--- src/rtl/mem_access_pkg.sv ---
// ---------------------------------------------------------------------------
// mem_access_pkg: shared RV32I load/store opcodes, funct3 codes and FSM states.
// Rev 1.0
// ---------------------------------------------------------------------------
`default_nettype none

package mem_access_pkg;

  localparam logic [6:0] OPC_LOAD  = 7'b0000011;
  localparam logic [6:0] OPC_STORE = 7'b0100011;

  localparam logic [2:0] F3_B  = 3'b000;
  localparam logic [2:0] F3_H  = 3'b001;
  localparam logic [2:0] F3_W  = 3'b010;
  localparam logic [2:0] F3_BU = 3'b100;
  localparam logic [2:0] F3_HU = 3'b101;

  // funct3[1:0] encodes access size for both loads and stores
  localparam logic [1:0] SZ_BYTE = 2'b00;
  localparam logic [1:0] SZ_HALF = 2'b01;

  typedef enum logic [1:0] {
    ST_IDLE = 2'd0,
    ST_BUS  = 2'd1,
    ST_RESP = 2'd2
  } state_e;

  function automatic logic ls_legal(input logic [6:0] opcode, input logic [2:0] funct3);
    logic ok;
    ok = 1'b0;
    if (opcode == OPC_LOAD)
      ok = (funct3 == F3_B) || (funct3 == F3_H) || (funct3 == F3_W) ||
           (funct3 == F3_BU) || (funct3 == F3_HU);
    else if (opcode == OPC_STORE)
      ok = (funct3 == F3_B) || (funct3 == F3_H) || (funct3 == F3_W);
    return ok;
  endfunction

endpackage

`default_nettype wire

--- src/rtl/mem_access_if.sv ---
// ---------------------------------------------------------------------------
// mem_access_if: core request/response and memory bus signals of mem_access.
// Rev 1.0
// ---------------------------------------------------------------------------
`default_nettype none

interface mem_access_if;
  logic        req_valid;
  logic        req_ready;
  logic [6:0]  opcode;
  logic [2:0]  funct3;
  logic [31:0] addr;
  logic [31:0] wdata;
  logic        resp_valid;
  logic [31:0] rdata;
  logic        err;
  logic        mem_req;
  logic        mem_we;
  logic [31:0] mem_addr;
  logic [3:0]  mem_be;
  logic [31:0] mem_wdata;
  logic        mem_ack;
  logic [31:0] mem_rdata;

  modport slave (
    input  req_valid, opcode, funct3, addr, wdata, mem_ack, mem_rdata,
    output req_ready, resp_valid, rdata, err, mem_req, mem_we, mem_addr, mem_be, mem_wdata
  );

  modport master (
    output req_valid, opcode, funct3, addr, wdata, mem_ack, mem_rdata,
    input  req_ready, resp_valid, rdata, err, mem_req, mem_we, mem_addr, mem_be, mem_wdata
  );
endinterface

`default_nettype wire

--- src/rtl/mem_align.sv ---
// ---------------------------------------------------------------------------
// mem_align: byte-lane enables, store replication, alignment and load extension.
// Rev 1.0
// ---------------------------------------------------------------------------
`default_nettype none

module mem_align
  import mem_access_pkg::*;
(
  input  logic [1:0]  size_i,
  input  logic [1:0]  lane_i,
  input  logic [31:0] wdata_i,
  output logic [3:0]  be_o,
  output logic [31:0] wdata_o,
  output logic        aligned_o,
  input  logic [2:0]  ld_funct3_i,
  input  logic [1:0]  ld_lane_i,
  input  logic [31:0] rdata_i,
  output logic [31:0] ld_data_o
);

  logic [31:0] w_shifted;

  always_comb begin
    be_o      = 4'b1111;
    wdata_o   = wdata_i;
    aligned_o = (lane_i == 2'b00);
    case (size_i)
      SZ_BYTE: begin
        be_o      = 4'b0001 << lane_i;
        wdata_o   = {4{wdata_i[7:0]}};
        aligned_o = 1'b1;
      end
      SZ_HALF: begin
        be_o      = 4'b0011 << lane_i;
        wdata_o   = {2{wdata_i[15:0]}};
        aligned_o = ~lane_i[0];
      end
      default: ;
    endcase
  end

  // funct3[2] marks the unsigned load variants
  always_comb begin
    w_shifted = rdata_i >> {ld_lane_i, 3'b000};
    ld_data_o = w_shifted;
    case (ld_funct3_i[1:0])
      SZ_BYTE: ld_data_o = ld_funct3_i[2] ? {24'd0, w_shifted[7:0]}
                                          : {{24{w_shifted[7]}}, w_shifted[7:0]};
      SZ_HALF: ld_data_o = ld_funct3_i[2] ? {16'd0, w_shifted[15:0]}
                                          : {{16{w_shifted[15]}}, w_shifted[15:0]};
      default: ;
    endcase
  end

endmodule

`default_nettype wire

--- src/rtl/mem_access.sv ---
// ---------------------------------------------------------------------------
// mem_access: RV32I load/store unit; IDLE/BUS/RESP FSM with bus timeout.
// Rev 1.0
// ---------------------------------------------------------------------------
`default_nettype none

module mem_access
  import mem_access_pkg::*;
#(
  parameter int unsigned TIMEOUT = 255
) (
  input  logic         clk,
  input  logic         rst_n,
  mem_access_if.slave  bus
);

  localparam int unsigned   CW       = (TIMEOUT > 1) ? $clog2(TIMEOUT) : 1;
  localparam logic [CW-1:0] TMO_LAST = CW'(TIMEOUT - 1);

  state_e        state_q;
  logic          req_ready_q;
  logic          resp_valid_q;
  logic          err_q;
  logic [31:0]   rdata_q;
  logic          mem_req_q;
  logic          mem_we_q;
  logic [31:0]   mem_addr_q;
  logic [3:0]    mem_be_q;
  logic [31:0]   mem_wdata_q;
  logic          is_load_q;
  logic [2:0]    funct3_q;
  logic [1:0]    lane_q;
  logic [CW-1:0] tmo_q;

  logic [3:0]    w_be;
  logic [31:0]   w_wdata;
  logic          w_aligned;
  logic [31:0]   w_ld_data;
  logic          w_accept_ok;

  mem_align u_align (
    .size_i      (bus.funct3[1:0]),
    .lane_i      (bus.addr[1:0]),
    .wdata_i     (bus.wdata),
    .be_o        (w_be),
    .wdata_o     (w_wdata),
    .aligned_o   (w_aligned),
    .ld_funct3_i (funct3_q),
    .ld_lane_i   (lane_q),
    .rdata_i     (bus.mem_rdata),
    .ld_data_o   (w_ld_data)
  );

  assign w_accept_ok = ls_legal(bus.opcode, bus.funct3) && w_aligned;

  always_ff @(posedge clk or negedge rst_n) begin
    if (!rst_n) begin
      state_q      <= ST_IDLE;
      req_ready_q  <= 1'b1;
      resp_valid_q <= 1'b0;
      err_q        <= 1'b0;
      rdata_q      <= '0;
      mem_req_q    <= 1'b0;
      mem_we_q     <= 1'b0;
      mem_addr_q   <= '0;
      mem_be_q     <= '0;
      mem_wdata_q  <= '0;
      is_load_q    <= 1'b0;
      funct3_q     <= '0;
      lane_q       <= '0;
      tmo_q        <= '0;
    end else begin
      resp_valid_q <= 1'b0;
      case (state_q)
        ST_IDLE: begin
          if (bus.req_valid) begin
            req_ready_q <= 1'b0;
            is_load_q   <= (bus.opcode == OPC_LOAD);
            funct3_q    <= bus.funct3;
            lane_q      <= bus.addr[1:0];
            if (w_accept_ok) begin
              state_q     <= ST_BUS;
              mem_req_q   <= 1'b1;
              mem_we_q    <= (bus.opcode == OPC_STORE);
              mem_addr_q  <= {bus.addr[31:2], 2'b00};
              mem_be_q    <= w_be;
              mem_wdata_q <= w_wdata;
              tmo_q       <= '0;
            end else begin
              // Rejected requests never touch the bus
              state_q      <= ST_RESP;
              resp_valid_q <= 1'b1;
              err_q        <= 1'b1;
              rdata_q      <= '0;
            end
          end
        end
        ST_BUS: begin
          if (bus.mem_ack) begin
            state_q      <= ST_RESP;
            mem_req_q    <= 1'b0;
            mem_we_q     <= 1'b0;
            resp_valid_q <= 1'b1;
            err_q        <= 1'b0;
            rdata_q      <= is_load_q ? w_ld_data : 32'd0;
          end else if (tmo_q == TMO_LAST) begin
            state_q      <= ST_RESP;
            mem_req_q    <= 1'b0;
            mem_we_q     <= 1'b0;
            resp_valid_q <= 1'b1;
            err_q        <= 1'b1;
            rdata_q      <= '0;
          end else begin
            tmo_q <= tmo_q + 1'b1;
          end
        end
        ST_RESP: begin
          state_q     <= ST_IDLE;
          req_ready_q <= 1'b1;
        end
        default: begin
          state_q     <= ST_IDLE;
          req_ready_q <= 1'b1;
        end
      endcase
    end
  end

  assign bus.req_ready  = req_ready_q;
  assign bus.resp_valid = resp_valid_q;
  assign bus.err        = err_q;
  assign bus.rdata      = rdata_q;
  assign bus.mem_req    = mem_req_q;
  assign bus.mem_we     = mem_we_q;
  assign bus.mem_addr   = mem_addr_q;
  assign bus.mem_be     = mem_be_q;
  assign bus.mem_wdata  = mem_wdata_q;

endmodule

`default_nettype wire

--- src/flat_wrapper.sv ---
// flat-port wrapper written by rule: the top's interface ports become plain ports
module mem_access_flat import mem_access_pkg::*;
#(
  parameter int unsigned TIMEOUT = 255
)
  (clk, rst_n, bus_req_valid, bus_opcode, bus_funct3, bus_addr, bus_wdata, bus_mem_ack, bus_mem_rdata, bus_req_ready, bus_resp_valid, bus_rdata, bus_err, bus_mem_req, bus_mem_we, bus_mem_addr, bus_mem_be, bus_mem_wdata);
  mem_access_if bus_i ();
  input  logic clk;
  input  logic rst_n;
  input wire logic [$bits(bus_i.req_valid)-1:0] bus_req_valid;
  input wire logic [$bits(bus_i.opcode)-1:0] bus_opcode;
  input wire logic [$bits(bus_i.funct3)-1:0] bus_funct3;
  input wire logic [$bits(bus_i.addr)-1:0] bus_addr;
  input wire logic [$bits(bus_i.wdata)-1:0] bus_wdata;
  input wire logic [$bits(bus_i.mem_ack)-1:0] bus_mem_ack;
  input wire logic [$bits(bus_i.mem_rdata)-1:0] bus_mem_rdata;
  output wire logic [$bits(bus_i.req_ready)-1:0] bus_req_ready;
  output wire logic [$bits(bus_i.resp_valid)-1:0] bus_resp_valid;
  output wire logic [$bits(bus_i.rdata)-1:0] bus_rdata;
  output wire logic [$bits(bus_i.err)-1:0] bus_err;
  output wire logic [$bits(bus_i.mem_req)-1:0] bus_mem_req;
  output wire logic [$bits(bus_i.mem_we)-1:0] bus_mem_we;
  output wire logic [$bits(bus_i.mem_addr)-1:0] bus_mem_addr;
  output wire logic [$bits(bus_i.mem_be)-1:0] bus_mem_be;
  output wire logic [$bits(bus_i.mem_wdata)-1:0] bus_mem_wdata;
  assign bus_i.req_valid = bus_req_valid;
  assign bus_i.opcode = bus_opcode;
  assign bus_i.funct3 = bus_funct3;
  assign bus_i.addr = bus_addr;
  assign bus_i.wdata = bus_wdata;
  assign bus_i.mem_ack = bus_mem_ack;
  assign bus_i.mem_rdata = bus_mem_rdata;
  assign bus_req_ready = bus_i.req_ready;
  assign bus_resp_valid = bus_i.resp_valid;
  assign bus_rdata = bus_i.rdata;
  assign bus_err = bus_i.err;
  assign bus_mem_req = bus_i.mem_req;
  assign bus_mem_we = bus_i.mem_we;
  assign bus_mem_addr = bus_i.mem_addr;
  assign bus_mem_be = bus_i.mem_be;
  assign bus_mem_wdata = bus_i.mem_wdata;
  mem_access #(.TIMEOUT(TIMEOUT)) u_core (.clk(clk), .rst_n(rst_n), .bus(bus_i));
endmodule
--- config.mk ---
export PLATFORM = sky130hd
export DESIGN_NAME = mem_access_flat
export DESIGN_NICKNAME = d
export VERILOG_FILES = /design/src/rtl/mem_access_pkg.sv /design/src/rtl/mem_access_if.sv /design/src/rtl/mem_align.sv /design/src/rtl/mem_access.sv /design/src/flat_wrapper.sv
export SDC_FILE = /design/constraint.sdc
export NUM_CORES = 1
export LEC_CHECK = 0
export BUFFER_PORTS_ARGS = -buffer_cell sky130_fd_sc_hd__clkbuf_2
export CORE_ASPECT_RATIO = 1.75
export CORE_UTILIZATION = 50
export CTS_BUF_LIST = sky130_fd_sc_hd__clkbuf_8
export CTS_CLUSTER_SIZE = 25
export DETAILED_ROUTE_END_ITERATION = 8
export GPL_TIMING_DRIVEN = 0
export PLACE_DENSITY = 0.82
export SLEW_MARGIN = 10
export SYNTH_ARGS = -nofsm -noshare
export SYNTH_HDL_FRONTEND = slang
export SYNTH_SLANG_ARGS = --single-unit
--- constraint.sdc ---
create_clock -name clk -period 4.6 [get_ports clk]
set_clock_uncertainty 0.05 [all_clocks]
set_input_delay 0.69 -clock clk [delete_from_list [all_inputs] [get_ports clk]]
set_output_delay 0.69 -clock clk [all_outputs]
set_load 0.01 [all_outputs]
* Yosys cells after proc, flatten, opt, wreduce, memory -nomap -nowiden
Index checks and enable logic that the tools add are counted.
Word-level totals: register bits after elaboration 119, word-level logic and storage cells 98, output and inout bits 105, input port bits 110
Cells by class: equal/unequal tests 16, shift-type cells 3, $add $sub $neg 1, reductions and logical operators 18, mux-type cells 44, bitwise logic cells 2
Operators with widths (number):
- $mux 32 | 7
- $pmux 32 s2 | 3
- $mux 8 | 4
- $shr 32x5->32 | 1
- $mux 1 | 17
- $pmux 8 s2 | 1
- $pmux 1 s2 | 6
- $add 8x1->8 const B | 1
- $eq 8x8->1 const B | 1
- $logic_not 2->1 | 4
- $mux 2 | 4
- $ne 2x2->1 const B | 4
- $pmux 4 s2 | 1
- $reduce_and 4->1 | 2
- $eq 7x2->1 const B | 1
- $eq 7x6->1 const B | 1
- $eq 2x1->1 const B | 3
- $eq 3x3->1 const B | 2
- $reduce_and 2->1 | 3
- $reduce_and 5->1 | 1
- $logic_or 1x1->1 | 4
- $pmux 2 s2 | 1
- $shl 1x2->4 const A | 1
- $shl 2x2->4 const A | 1
- other kinds (9) | 10

* Depth between registers and ports, before layout
Gate-level depths: netlist of run 1.
word-level depth 10, mapped depth 7, depth with buffers taken out 6

* Hierarchy
Synthesis of run 1 repeated with hierarchy kept, for this count alone.
Unflattened totals: cell total of the unflattened synthesis 479, area, all modules 6239.7 um^2
By module, submodules not included:
- mem_access | cells an instance 313, sequential area each 2979.1 um^2, area an instance 4998.5 um^2, times used 1
- mem_align | cells an instance 166, sequential area each 0.0 um^2, area an instance 1241.2 um^2, times used 1

* Least setup slack after synthesis of run 1
OpenSTA, ideal clock, no wires.
path kind input to register, from input port bus_funct3[0], to register u_core.err_q, in the netlist u_core.bus.err, required time 4417 ps, cell stages on the path 6, setup time 133 ps, slack 2567 ps, buffers on the path 2, data arrival time 1849 ps, cell sequence buf_2 -> nor4_2 -> o211ai_1 -> a22oi_4 -> buf_2 -> a22oi_1
On the way: longest elaborated chain between the ends 9, elaborated cells between the ends (all ways) 17, classes of those cells eq/ne: 6; mux: 3; reduce/logical: 8
RTL lines:
- start, declared | RTL line flat_wrapper.sv:12 | input wire logic [$bits(bus_i.funct3)-1:0] bus_funct3;
- $eq 3x1->1 or $logic_not 3->1 (tied branches) | RTL line mem_access_pkg.sv:32, mem_access_pkg.sv:35
- $logic_or 1x1->1 (2 in a row) | RTL line mem_access_pkg.sv:32, mem_access_pkg.sv:35
- $logic_or 1x1->1 | RTL line mem_access_pkg.sv:32 | ok = (funct3 == F3_B) || (funct3 == F3_H) || (funct3 == F3_W) ||
- $logic_or 1x1->1 | RTL line mem_access_pkg.sv:33 | (funct3 == F3_BU) || (funct3 == F3_HU);
- $mux 1 | RTL line mem_access_pkg.sv:31 | if (opcode == OPC_LOAD)
- $logic_and 1x1->1 (*) | RTL line mem_access.sv:54 | assign w_accept_ok = ls_legal(bus.opcode, bus.funct3) && w_aligned;
- $ne 2x2->1 (no source line) (*)
- $reduce_and 4->1 (no source line) (*)
- end signal, assigned | RTL line mem_access.sv:61 | err_q <= 1'b0;
- end signal, assigned | RTL line mem_access.sv:93 | err_q <= 1'b1;
- end signal, assigned | RTL line mem_access.sv:104 | err_q <= 1'b0;
- end, declared | RTL line mem_access.sv:23 | logic err_q;
Mark *: on every way between the ends. The rest lies on a longest branch, timed or not. A chain may end at the register's enable or synchronous reset.

* Final worst setup path of run 1
from register u_core.state_q[0], to register u_core.mem_wdata_q[19], in the netlist u_core.bus.mem_wdata[19]
On the way: longest elaborated chain between the ends 2
RTL lines:
- start, declared | RTL line mem_access.sv:20 | state_e state_q;
- start signal, assigned | RTL line mem_access.sv:58 | state_q <= ST_IDLE;
- start signal, assigned | RTL line mem_access.sv:82 | state_q <= ST_BUS;
- start signal, assigned | RTL line mem_access.sv:91 | state_q <= ST_RESP;
- $logic_not 2->1 | RTL line mem_access.sv:74 | case (state_q)
- $reduce_and 3->1 (no source line)
- end signal, assigned | RTL line mem_access.sv:87 | mem_wdata_q <= w_wdata;
- end, declared | RTL line mem_access.sv:29 | logic [31:0] mem_wdata_q;
Every way passes these cells.

==> results.json, run 1 <==
{
  "fin_crit_ns": 2.053,
  "yosys_warnings": 0,
  "crit_arrival_ns": 2.31,
  "peakVddDrop_uv": 313.9,
  "place_congestion": 0.8655,
  "postSynthRegisterBits": 119,
  "period_share": 0.4463,
  "track_usage": 0.2922,
  "final_cell_mix": "clkbuf_2, nand2_1, dfrtp_1",
  "wl_per_cell_um": 17.25,
  "dieArea_um2": 11570,
  "clkTransAtPathRegs_ns": 0.08,
  "drive_above_1_share": 0.3631,
  "final_max_slew_viol_count": 0,
  "postCtsHoldBufs": 0,
  "via_per_inst": 5.509,
  "drt_iter0_markers": 219,
  "fin_setup_tns_ns": 0,
  "start_util": 0.5170,
  "vias": 5101,
  "die_w_um": 81.74,
  "cts_tree": "yes",
  "grt_pass1_vias": 5226,
  "clock_path_buffers": 2,
  "netlist_instances": 552,
  "critPathLaunchType": "flop",
  "cts_setup_buffers": 0,
  "die_h_um": 141.5,
  "firstDrtPassIters": 4,
  "yosysSeqAreaShare": 0.5355,
  "layout_commonest_cell": "clkbuf_2",
  "fp-row-count": 50,
  "nNetsFinal": 895,
  "p_leak_uw": 0.004019,
  "gr-total-overflow": 0,
  "dpl.hpwl_mm": 12.04,
  "cts-resized-gates": 0,
  "synth_cell_types": 54,
  "powerDensity_nw_per_um2": 338.4,
  "synth_area_per_cell_um2": 10.08,
  "diodes": 0,
  "routed_wl_mm": 15.98,
  "max-cap-violations": 0,
  "tightest_slew_ns": 0.8825,
  "slew_headroom": 0.4095,
  "grt_max_degree": 81,
  "core_um2": 10760,
  "synth_edf_count": 0,
  "cts-buffers-inserted": 17,
  "grt_pass1_wl_mm": 25.39,
  "areaGrowthSynthToFinish_pct": 29.98,
  "clock-root-buffer": "clkbuf_8",
  "power_uw": 2447,
  "clk_latency_ns": 0.43,
  "final_util": 0.6720,
  "fmax_mhz": 487.1,
  "path_max_fanout": 10,
  "synth_area_um2": 5563,
  "rsz0062_at_grt": "no",
  "holdWs_ns": 0.1145,
  "finalSetupViolations": 0,
  "async_flop_share": 1.000,
  "hp-class": "input pin to async pin",
  "antenna_found_initial": 0,
  "hold_viol_final": 0,
  "h-tree-depth": 4,
  "required_ns": 4.86,
  "critPathCaptureType": "flop",
  "crit_type": "flop to flop",
  "synth_flop_cell": "dfrtp_1",
  "io_buffers": 210,
  "ant_nets": 0,
  "io_pins": 215,
  "drcViolationCount": 0,
  "clock-sinks": 119,
  "status": "completed"
}
-- final cells by class --
| type | count | area (um^2) |
|---|---|---|
| plain buffers | 36 | 193.9 |
| flip-flops and latches | 119 | 2979 |
| well taps | 130 | 162.7 |
| inverters | 7 | 26.28 |
| fillers | 842 | 3530 |
| repair buffers | 211 | 1087 |
| clock buffers | 17 | 234.0 |
| multi-input cells | 391 | 2367 |
| clock inverters | 15 | 180.2 |
-- metrics by stage --
stage,area (um^2),std cells,worst slack (ns)
after floorplan,5567,553,2.567
after global routing,7231,926,2.321
after detailed placement,6817,894,2.249
after CTS,7231,926,2.552
final,7231,926,2.547
after global placement,6780,893,1.107
-- per-layer routing --
layer,wire (um),GRT usage
met5,0,0
met4,478,0.1210
met3,1166,0.09389
met2,8548,0.5320
met1,5782,0.2939
-- Yosys cell counts (2+ instances only) --
master / number / share of area
or3_1: 2 / 0.0022
o211ai_1: 4 / 0.0054
or4_1: 2 / 0.0027
nand3_1: 4 / 0.0036
nor3b_4: 2 / 0.0067
buf_2: 16 / 0.014
a31oi_1: 2 / 0.0022
mux2_4: 2 / 0.0054
mux2i_1: 40 / 0.072
a22o_1: 9 / 0.014
a221o_1: 16 / 0.029
buf_4: 2 / 0.0027
ha_1: 2 / 0.0045
buf_6: 4 / 0.0081
a21oi_1: 28 / 0.025
nand2_1: 164 / 0.11
nor2_1: 28 / 0.019
o2111ai_1: 2 / 0.0031
mux2_2: 7 / 0.014
o21ai_1: 28 / 0.025
inv_2: 2 / 0.0014
o21ai_0: 13 / 0.012
o2bb2ai_1: 7 / 0.011
dfrtp_1: 118 / 0.53
inv_1: 5 / 0.0034
clkbuf_1: 12 / 0.0081
xor2_1: 2 / 0.0031
o31ai_1: 3 / 0.0040
-- worst max-delay path, cell delays in order, from the launching register on --
cell	delay (ns)
dfrtp_1	0.47
nor3b_4	0.43
o2111ai_1	0.24
clkbuf_1	0.28
buf_2	0.26
nand2_1	0.11
o21ai_1	0.07
-- power by group --
group / internal (uW) / switching [uW]
logic: 149 / 200
registers: 1090 / 25.9
clock network: 538 / 448
total: 1770 / 674
-- cell families after synthesis --
group | Yosys count | synth area share
muxes | 50 | 0.09559
adders and majority gates | 2 | 0.004498
other | 1 | 0.0006741
AOI/OAI and AO/OA | 121 | 0.1527
xor gates and xnor gates | 2 | 0.003149
buffers and inverters | 43 | 0.03958
and+or+nand+nor | 214 | 0.1682
DFF | 119 | 0.5355
-- flip-flops by register name (all words and copies together), names as in the netlist, 2 cells and up --
name and flops:
u_core.bus.mem_addr 30, u_core.bus.mem_be 4, u_core.bus.mem_wdata 32, u_core.bus.rdata 32, u_core.funct3_q 3, u_core.lane_q 2
u_core.state_q 2, u_core.tmo_q 8
-- path summary, 6_finish.rpt --
check,startpoint,endpoint,slack (ns),depth (start not counted)
worst max-delay path,u_core.state_q[0],u_core.bus.mem_wdata[19],2.55,6
worst min-delay path,rst_n,u_core.bus.mem_wdata[30],0.11,1
worst max register to register,u_core.state_q[0],u_core.bus.mem_wdata[19],2.55,6
worst min register to register,u_core.bus.mem_addr[31],u_core.bus.mem_addr[31],0.43,2
max in group asynchronous,rst_n,u_core.bus.req_ready,3.68,2
min in group clk,bus_addr[21],u_core.bus.mem_addr[21],0.38,3
No activity file was read; power rests on OpenSTA's default activity.
==> run 2: changes to the inputs <==
Clock period 4.6 ns to 1.9 ns, I/O delays scaled along.
==> run 2 against run 1 <==
Effect of this change: the flow now finishes with violations (negative setup slack); final cell count grew 4.2%; first-iteration DRC count grew 18%; setup slack lost 2.6 ns; fmax grew 6.7%; critical path depth grew 1; hold slack lost 0.063 ns; flip-flop and latch count is the same; critical path type unchanged; largest power group unchanged.
==> results.json, run 2 (same netlist as run 1, synthesis figures left out) <==
{
  "areaGrowthSynthToFinish_pct": 37.74,
  "period_share": 1.013,
  "fmax_mhz": 519.5,
  "antenna_found_initial": 0,
  "via_per_inst": 5.559,
  "ant_nets": 0,
  "cts_tree": "yes",
  "tightest_slew_ns": 0.8965,
  "h-tree-depth": 4,
  "diodes": 0,
  "finalSetupViolations": 11,
  "dieArea_um2": 11570,
  "final_cell_area_um2": 7662,
  "core_um2": 10760,
  "place_congestion": 0.8655,
  "wl_per_cell_um": 17.98,
  "combPwrFrac": 0.156,
  "worst_path_max_delay_cell": "dfrtp_1",
  "firstDrtPassIters": 7,
  "critPathLaunchType": "flop",
  "drive_above_1_share": 0.3689,
  "fin_setup_tns_ns": -0.1122,
  "clock-sinks": 119,
  "cts-buffers-inserted": 17,
  "nNetsFinal": 934,
  "routed_wl_mm": 17.35,
  "required_ns": 2.16,
  "dp.cells": 894,
  "pre_cts_slack_ns": -0.1226,
  "grt_pass1_vias": 5579,
  "die_h_um": 141.5,
  "clkTransAtPathRegs_ns": 0.08,
  "clock-root-buffer": "clkbuf_8",
  "status": "complete, but fails checks",
  "powerDensity_nw_per_um2": 786.3,
  "setup_ws_ns": -0.02478,
  "grt_max_degree": 81,
  "drcViolationCount": 0,
  "path_cells": "buf_6, mux2_4, nor3b_4, a2111oi_4, buf_4, buf_6, a221o_1",
  "swShare": 0.2775,
  "cp_top_family": "buffers and inverters",
  "hold_viol_final": 0,
  "fin_crit_ns": 1.925,
  "final_cell_mix": "clkbuf_2, nand2_1, dfrtp_1",
  "max-cap-violations": 0,
  "drt_iter0_markers": 258,
  "p_sw_uw": 1672,
  "crit_type": "flop to flop",
  "hp-class": "input pin to flop",
  "critPathCaptureType": "flop",
  "critical_path_buf_inv_count": 3,
  "violations": "negative setup slack",
  "final_max_slew_viol_count": 0,
  "clk_latency_ns": 0.43,
  "slew_headroom": 0.4002,
  "io_pins": 215,
  "p_seq_frac": 0.448,
  "die_w_um": 81.74,
  "fp-row-count": 50,
  "p_clk_frac": 0.397,
  "path_max_fanout": 10,
  "slowest_delay_ns": 0.37,
  "crit_arrival_ns": 2.19,
  "rsz0062_at_grt": "yes",
  "power_uw": 6025,
  "grt_pass1_wl_mm": 27.09,
  "path_common_cell": "buf_6",
  "dpl.hpwl_mm": 12.04,
  "gr-total-overflow": 0,
  "track_usage": 0.3131,
  "intPower_uw": 4353,
  "start_util": 0.5170,
  "final_cells": 965,
  "p_leak_uw": 0.004217,
  "peakVddDrop_uv": 774.2,
  "postPlaceCellArea_um2": 6817,
  "vias": 5364,
  "layout_commonest_cell": "clkbuf_2",
  "clock_path_buffers": 2,
  "io_buffers": 210
}
==> run 2: cell types whose count changed in the layout (fill, tap and decap cells not counted), sizes merged <==
cell,change
dlygate4sd3,+30
buf,+9
==> run 2: worst paths after layout <==
| check | start | endpoint | slack, ns | cells after the start |
|---|---|---|---|---|
| worst min register to register | u_core.bus.mem_addr[31] | u_core.bus.mem_addr[31] | 0.43 | 2 |
| worst min-delay path | bus_wdata[4] | u_core.bus.mem_wdata[4] | 0.05 | 3 |
| worst max register to register | u_core.lane_q[0] | u_core.bus.rdata[23] | -0.02 | 7 |
| min in group asynchronous | rst_n | u_core.bus.mem_wdata[17] | 0.29 | 2 |
| max in group asynchronous | rst_n | u_core.bus.req_ready | 0.79 | 3 |
| worst max-delay path | u_core.lane_q[0] | u_core.bus.rdata[23] | -0.02 | 7 |
==> run 2: what timing repair did <==
action | in CTS | in global routing
buffers inserted | 6 | 5
gates resized for setup | 4 | 22
pin swaps | 3 | 3
endpoints found under the setup margin | 72 | 93
hold buffers | 30 | 0
endpoints found under the hold margin | 68 | 0
==> run 2: through the flow <==
| step | utilization | hold slack, ns |
|---|---|---|
| final | 0.7121 | 0.05148 |
| after global routing | 0.7121 | 0.02281 |
| after CTS | 0.7062 | 0.003135 |
| after detailed placement | 0.6335 | 0.1859 |
| after global placement | 0.6301 | 0.4077 |
| after floorplan | - | -0.06059 |
==> run 2: tightest hold or removal path: stages <==
cell	delay, ns
clkbuf_2	0.12
nand2_1	0.06
nand2_1	0.04
==> run 2: routing by layer <==
metal | track usage | up-vias | part of all wire
met5 | 0 | - | 0
met4 | 0.1330 | 0 | 0.032
met3 | 0.09839 | 47 | 0.072
met2 | 0.5711 | 281 | 0.54
met1 | 0.3137 | 2583 | 0.35
li1 | - | 2453 | -
==> run 2: power by group through the flow <==
stage	Sequential (uW)	Combinational, uW	Clock [uW]
after floorplan	2770	424	0
after global placement	2730	805	0
after detailed placement	2740	839	0
after CTS	2690	907	2430
after global routing	2710	1020	2550
final	2700	938	2390
==> run 2: final cells by class <==
type	instances	area [um^2]
clock buffer	17	234.0
tap	130	162.7
buffer	36	216.5
timing repair buffer	250	1455
fill	778	3098
inverter	7	26.28
clock inverter	15	180.2
sequential	119	2979
multi-input combinational	391	2409
